File: src/rtl/sqrt_pkg.sv
// Shared definitions for the iterative square-root unit.
//   IDLE/BUSY/DONE : FSM state encoding used by square_root_iter
//   rem_w()        : partial-remainder width for a given root width
package sqrt_pkg;

  localparam int unsigned STATE_W = 2;

  localparam logic [STATE_W-1:0] IDLE = 2'd0;
  localparam logic [STATE_W-1:0] BUSY = 2'd1;
  localparam logic [STATE_W-1:0] DONE = 2'd2;

  // Remainder never exceeds 2*root, so one bit more than the root suffices.
  function automatic int unsigned rem_w(input int unsigned width);
    return width + 1;
  endfunction

endpackage

File: src/rtl/square_step.sv
// One combinational restoring square-root iteration (MSB first).
//   rem_in   : partial remainder so far (WIDTH+1 bits)
//   root_in  : partial root so far (WIDTH bits)
//   bits     : next two radicand bits
//   rem_out  : updated partial remainder
//   root_out : partial root with one more bit resolved
module square_step
  import sqrt_pkg::*;
#(
  parameter int unsigned WIDTH = 4
) (
  input  logic [rem_w(WIDTH)-1:0] rem_in,
  input  logic [WIDTH-1:0]        root_in,
  input  logic [1:0]              bits,
  output logic [rem_w(WIDTH)-1:0] rem_out,
  output logic [WIDTH-1:0]        root_out
);

  localparam int unsigned RW = rem_w(WIDTH);
  localparam int unsigned DW = WIDTH + 4;

  logic [DW-1:0] minuend;
  logic [DW-1:0] subtrahend;
  logic [DW-1:0] trial;
  logic          fits;
  logic          unused_bits;

  // One guard bit above the WIDTH+3 trial difference makes the borrow explicit.
  assign minuend    = {1'b0, rem_in, bits};
  assign subtrahend = {2'b00, root_in, 2'b01};
  assign trial      = minuend - subtrahend;
  assign fits       = ~trial[DW-1];

  // Either candidate is bounded by 2*new_root, so the low RW bits hold it exactly.
  assign rem_out  = fits ? trial[RW-1:0] : minuend[RW-1:0];
  // The root MSB is still zero whenever another bit is shifted in.
  assign root_out = {root_in[WIDTH-2:0], fits};

  assign unused_bits = ^{trial[DW-2:RW], minuend[DW-1:RW], root_in[WIDTH-1]};

endmodule

File: src/rtl/square_root_iter.sv
// Iterative integer square root with valid/ready handshakes, STEPS root bits per cycle.
//   clk, rst           : clock and asynchronous active-high reset
//   in_valid/in_ready  : operand handshake (radicand, in_tag)
//   radicand           : 2*WIDTH-bit unsigned operand
//   in_tag             : opaque tag carried with the operation
//   out_valid/out_ready: result handshake (dout, remainder, out_tag)
//   dout               : floor(sqrt(radicand))
//   remainder          : radicand - dout^2
//   out_tag            : tag of the returned result
module square_root_iter
  import sqrt_pkg::*;
#(
  parameter int unsigned WIDTH = 4,
  parameter int unsigned STEPS = 1,
  parameter int unsigned TAG_W = 1
) (
  input  logic                    clk,
  input  logic                    rst,
  input  logic                    in_valid,
  output logic                    in_ready,
  input  logic [2*WIDTH-1:0]      radicand,
  input  logic [TAG_W-1:0]        in_tag,
  output logic                    out_valid,
  input  logic                    out_ready,
  output logic [WIDTH-1:0]        dout,
  output logic [rem_w(WIDTH)-1:0] remainder,
  output logic [TAG_W-1:0]        out_tag
);

  localparam int unsigned RW     = rem_w(WIDTH);
  localparam int unsigned OPW    = 2 * WIDTH;
  localparam int unsigned N_ITER = WIDTH / STEPS;
  localparam int unsigned CNT_W  = (N_ITER > 1) ? $clog2(N_ITER) : 1;
  localparam int unsigned SHIFT  = 2 * STEPS;

  // Reject parameter sets the step chain cannot cover exactly.
  if (WIDTH < 2 || STEPS < 1 || (WIDTH % STEPS) != 0) begin : g_bad_params
    $error("square_root_iter: WIDTH must be >= 2 and divisible by STEPS");
  end

  logic [STATE_W-1:0] state;
  logic [STATE_W-1:0] state_d;
  logic [CNT_W-1:0]   cnt;
  logic [OPW-1:0]     opnd;
  logic               accept;

  logic [RW-1:0]    rem_chain  [STEPS+1];
  logic [WIDTH-1:0] root_chain [STEPS+1];

  // dout/remainder double as the working root/remainder while BUSY.
  assign rem_chain[0]  = remainder;
  assign root_chain[0] = dout;

  // STEPS chained iterations consume the top 2*STEPS operand bits each cycle.
  for (genvar j = 0; j < STEPS; j++) begin : g_step
    square_step #(
      .WIDTH(WIDTH)
    ) u_step (
      .rem_in  (rem_chain[j]),
      .root_in (root_chain[j]),
      .bits    (opnd[OPW-1-2*j -: 2]),
      .rem_out (rem_chain[j+1]),
      .root_out(root_chain[j+1])
    );
  end

  // A waiting result can be replaced in the same cycle it is consumed.
  assign in_ready = (state == IDLE) | ((state == DONE) & out_ready);
  assign accept   = in_valid & in_ready;

  // Next-state logic.
  always_comb begin
    state_d = state;
    case (state)
      IDLE: if (accept) state_d = BUSY;
      BUSY: if (cnt == '0) state_d = DONE;
      DONE: if (out_ready) state_d = in_valid ? BUSY : IDLE;
      default: state_d = IDLE;
    endcase
  end

  // State, operand, iteration and result registers.
  always_ff @(posedge clk or posedge rst) begin
    if (rst) begin
      state     <= IDLE;
      cnt       <= '0;
      opnd      <= '0;
      dout      <= '0;
      remainder <= '0;
      out_tag   <= '0;
      out_valid <= 1'b0;
    end else begin
      state     <= state_d;
      out_valid <= (state_d == DONE);
      if (accept) begin
        opnd      <= radicand;
        out_tag   <= in_tag;
        dout      <= '0;
        remainder <= '0;
        cnt       <= CNT_W'(N_ITER - 1);
      end else if (state == BUSY) begin
        opnd      <= opnd << SHIFT;
        dout      <= root_chain[STEPS];
        remainder <= rem_chain[STEPS];
        if (cnt != '0) cnt <= cnt - CNT_W'(1);
      end
    end
  end

endmodule

File: config.mk
export PLATFORM = sky130hd
export DESIGN_NAME = square_root_iter
export DESIGN_NICKNAME = d
export VERILOG_FILES = /design/src/rtl/sqrt_pkg.sv /design/src/rtl/square_step.sv /design/src/rtl/square_root_iter.sv
export SDC_FILE = /design/constraint.sdc
export NUM_CORES = 1
export LEC_CHECK = 0
export CORE_ASPECT_RATIO = 2
export CORE_MARGIN = 4
export CORE_UTILIZATION = 40
export DETAILED_ROUTE_END_ITERATION = 8
export GPL_TIMING_DRIVEN = 0
export PLACE_DENSITY = 0.69
export SLEW_MARGIN = 20
export SYNTH_ARGS = -nofsm -noshare
export SYNTH_HDL_FRONTEND = slang
export SYNTH_SLANG_ARGS = --single-unit
File: constraint.sdc
create_clock -name clk -period 3.55 [get_ports clk]
set_input_delay 0.71 -clock clk [delete_from_list [all_inputs] [get_ports clk]]
set_output_delay 0.71 -clock clk [all_outputs]
set_load 0.02 [all_outputs]
# Word-level counts from Yosys, hierarchy flattened
# Cells that the tools add are included.
# classes
n_addsub	2
n_mul	0
div_mod_pow	0
order_cmp	0
eq_ne	3
n_shift	0
n_mux	15
bitwise_logic	4
reduce_logical	6
# ops
cell	n
two-way mux 8 bit	2
two-way mux 5 bit	3
two-way mux 2 bit	6
two-way mux 4 bit	2
subtractor 7 x 6 -> 8 bit	1
one-hot mux 2 bit (3 select lines)	1
nonzero test 2 bit	3
equality test 2 bit (second input constant)	2
zero test 2 bit	2
bitwise AND 1 bit	2
equality test 2 x 1 -> 1 bit (second input constant)	1
AND reduction 2 bit	1
subtractor 2 x 1 -> 2 bit (second input constant)	1
two-way mux 1 bit	1
inverter 1 bit	1
OR 1 bit	1
# word_totals
register_bits	23
latch_bits	0
ram_bits	0
rom_bits	0
input_bits	13
out_inout_bits	12
mem_count	0

# Depth between registers and ports, before layout
# logic_depth
depth_word	7
mapped_depth	8
ltp_nobuf	7

# Modules after synthesis
# A second synthesis with hierarchy kept.
# unflattened
cells_unflattened	148
hier_area_um2	1390.1
# by_module_without_submodules
module	instances	cells_per_inst	area_each_um2
square_root_iter	1	112	1103.6
square_step	1	36	286.5

# Least setup slack after synthesis
# OpenSTA, ideal clock, no wires.
# synth_path
path_type	reg-to-reg
startpoint	reg dout[2]
endpoint	reg remainder[4]
setup_ns	0.131
arrival_time_ns	1.768
required_time_ns	3.419
path_slack_ns	1.651
stages_incl_launch_ff	9
n_path_buf	1
synth_period_minus_slack_ns	1.899
cell_sequence	dfrtp_1 inv_1 ha_1 a21o_1 a211oi_2 o21a_1 buf_6 mux2i_1 o21ai_1
# synth_via
elab_chain_len	4
# synth_lines
element	line	source
start: declaration	square_root_iter.sv:25	output logic [WIDTH-1:0] dout,
start signal: assignment	square_root_iter.sv:103	dout <= root_chain[STEPS];
subtractor 7 x 6 -> 8 bit	square_step.sv:31	assign trial = minuend - subtrahend;
two-way mux 5 bit	square_step.sv:35	assign rem_out = fits ? trial[RW-1:0] : minuend[RW-1:0];
two-way mux 5 bit	square_root_iter.sv:101	end else if (state == BUSY) begin
two-way mux 5 bit	square_root_iter.sv:95	if (accept) begin
end signal: assignment	square_root_iter.sv:104	remainder <= rem_chain[STEPS];
end: declaration	square_root_iter.sv:26	output logic [rem_w(WIDTH)-1:0] remainder,
# Every way passes these cells. The select of a mux whose other input is x is not followed.
# A chain may end at the register's enable or synchronous reset.

# Worst setup path after layout
# layout_path
startpoint	in out_ready
endpoint	out in_ready
# layout_via
elab_chain_len	2
# layout_lines
element	line	source
start: declaration	square_root_iter.sv:24	input logic out_ready,
bitwise AND 1 bit	square_root_iter.sv:68	assign in_ready = (state == IDLE) | ((state == DONE) & out_ready);
OR 1 bit	square_root_iter.sv:68	
end: declaration	square_root_iter.sv:20	output logic in_ready,
# Every way passes these cells.

==> summary.txt <==
Cell Rows: 27
worst-path maximum fanout: 3
M2 GR Usage: 26.3%
leak pwr: 0.670 nW
hold slack: 498 ps
commonest non-fill, non-tap cell in the layout: clkdlybuf4s50_1
1st-iter DRT viols: 46
Post-Syn Nets: 139
grt total ovfl: 0
placed inst area: 1430 um2
share of cells above drive strength 1: 4.73%
Avg Vias per Cell: 5.63
GRT Overall Usage: 15.6%
Initial DRT Pass Iterations: 6
Reg clk slew, reported paths: 80 ps
worst r2r dst: remainder[4]
DRC: 0
GPL Wtd Cong: 0.825
detailed-route via count: 996
Tightest Hold Check Type: reg -> reg
syn_area_per_cell: 9.57 um2
synthesized flop and latch total: 23
most frequent cells in the layout: clkdlybuf4s50_1, dfrtp_1, nand2_1, inv_1, o21ai_0
ys flop type: dfrtp_1
top cells by area, synth: dfrtp_1, ha_1, nand2_1
number of I/O port buffers: 24
vias in the first global route: 1030
DP HPWL: 2090 um
library cells used by synthesis: 28
hold depth: 2
Post-Route WL: 2660 um
Hold Path Origin: out_tag
CTS tree: done
measured slew at the worst slew-check pin: 897 ps
max_cap viols: 0
number of antenna violations at the first check in global routing: 0
Sinks on Clock Net: 23
WP data required: 2840 ps
status: complete, no violations
max_slew headroom: 40.1%
insertion delay to the later sink of the worst-skew pair: 270 ps
Hold Fails Final Rpt: 0
Yosys warnings: 0
Cell Area, Synth: 1150 um2
sequential area share after synthesis: 50.1%
fmax: 354 MHz
Fin Clk Skew: 7.80 ps
Setup Buffers After CTS: 0
Max clock buf depth: 2
CP startpoint kind: input pin
wire length per cell: 15.0 um
final instance area: 1470 um2
CP Capture Type: primary output
htree depth: 1
post-layout min period: 2820 ps
RSZ-0062 raised after global routing: no
setup TNS: 0 ps
fraction of registers with async set or reset after synthesis: 100%
layer with the highest usage: met2
remaining antenna violation count: 0
Gate Count Post-Synth: 120
top-area cell type share of the netlist area: 50.1%
largest net degree at the start of global routing: 24
nets: 168
first-pass GRT wire length: 4550 um
Final Cycle Share: 79.5%
r2r setup slk: 1580 ps
Placeable Area: 2770 um2
Worst VDD drop: 0.387 mV
initial core utilization: 41.5%
TritonCTS Buffers: 3
PD cells: 1060 nW/um2
M1 GR Usage: 18.3%
Die Span X: 45.9 um
Crit Path Class: in -> out
Worst R2R Path Depth: 8
post-cts gate resize count: 0
Slew Limit Fails: 0
final setup fails: 0
number of diodes: 0
Die Footprint: 3840 um2
CP arrival: 2110 ps
Ports: 25
Die H: 83.8 um
hold_buf cts: 0
EDFF count, synth: 0
synthesis-to-layout area growth: 28.1%
CTS Root Cell: clkbuf_8
FF-to-FF Start: dout[2]
GR Layer Usage met3: 2.16%
biggest area consumer among synthesized cells: dfrtp_1
worst hold endpoint: out_tag
[cells in the mapped netlist, types with 2 or more instances]
master / count
clkbuf_1: 4
a21oi_1: 3
nand3_1: 3
o21a_1: 2
a222oi_1: 3
xnor2_1: 2
dfrtp_1: 23
nand2b_1: 2
nor2_1: 7
xor2_1: 3
o21ai_0: 9
inv_1: 13
o311ai_0: 3
a31oi_1: 3
o21ai_1: 2
ha_1: 6
nand2_1: 20
a22o_1: 2
[power by group]
| group | internal (mW) | switching, mW | total, mW |
|---|---|---|---|
| Combinational | 0.407 | 0.507 | 0.913 |
| Clock | 0.0783 | 0.0833 | 0.162 |
| Sequential | 0.389 | 0.0931 | 0.482 |
[cells by family (layout without fill, tap and decap cells)]
kind of cell,Yosys count,after routing,synth area share (%)
mux,1,1,0.871
compound gates,31,31,18.6
xor+xnor,5,5,3.81
fa+ha+maj,6,6,6.54
simple gates,35,35,13.1
flops,23,23,50.1
buf+inv,19,47,6.97
[cell type report]
cell class	count	area (um2)
fill	278	1300
sequential	23	576
multi-input combinational	78	493
timing repair buffer	24	240
inverter	13	48.8
clock buffer	3	41.3
tap	29	36.3
buffer	6	31.3
clock inverter	1	5.00
[flip-flops by register name, summed over array words and instances (netlist names)]
register	flops
out_valid	1
cnt	2
remainder	5
state	2
out_tag	1
dout	4
opnd	8
[stage by stage]
stage	power, mW	utilization [%]	cells	worst slack (ps)
floorplan	1.10	-	120	1650
global placement	1.37	51.4	173	742
detailed placement	1.40	51.4	173	745
CTS	1.57	53.1	177	741
global route	1.69	53.1	177	639
finish	1.56	53.1	177	728
[worst max path at each step]
stage               from      endpoint  slack (ps)
2_1_floorplan    dout[2]  remainder[4]        1650
3_3_place_gp   out_ready      in_ready         740
3_5_place_dp   out_ready      in_ready         740
4_1_cts        out_ready      in_ready         740
5_1_grt        out_ready      in_ready         640
6_report       out_ready      in_ready         730
[critical path, stage by stage]
cell	delay, ps
clkdlybuf4s50_1	450
inv_1	60
a21oi_1	220
clkdlybuf4s50_1	670
[per-layer routing]
metal | wire length (um) | up-vias
met1 | 1000 | 490
met4 | 62 | 0
li1 | - | 469
met2 | 1490 | 30
met3 | 106 | 7
met5 | 0 | -
Power figures use the tool's default switching activity.
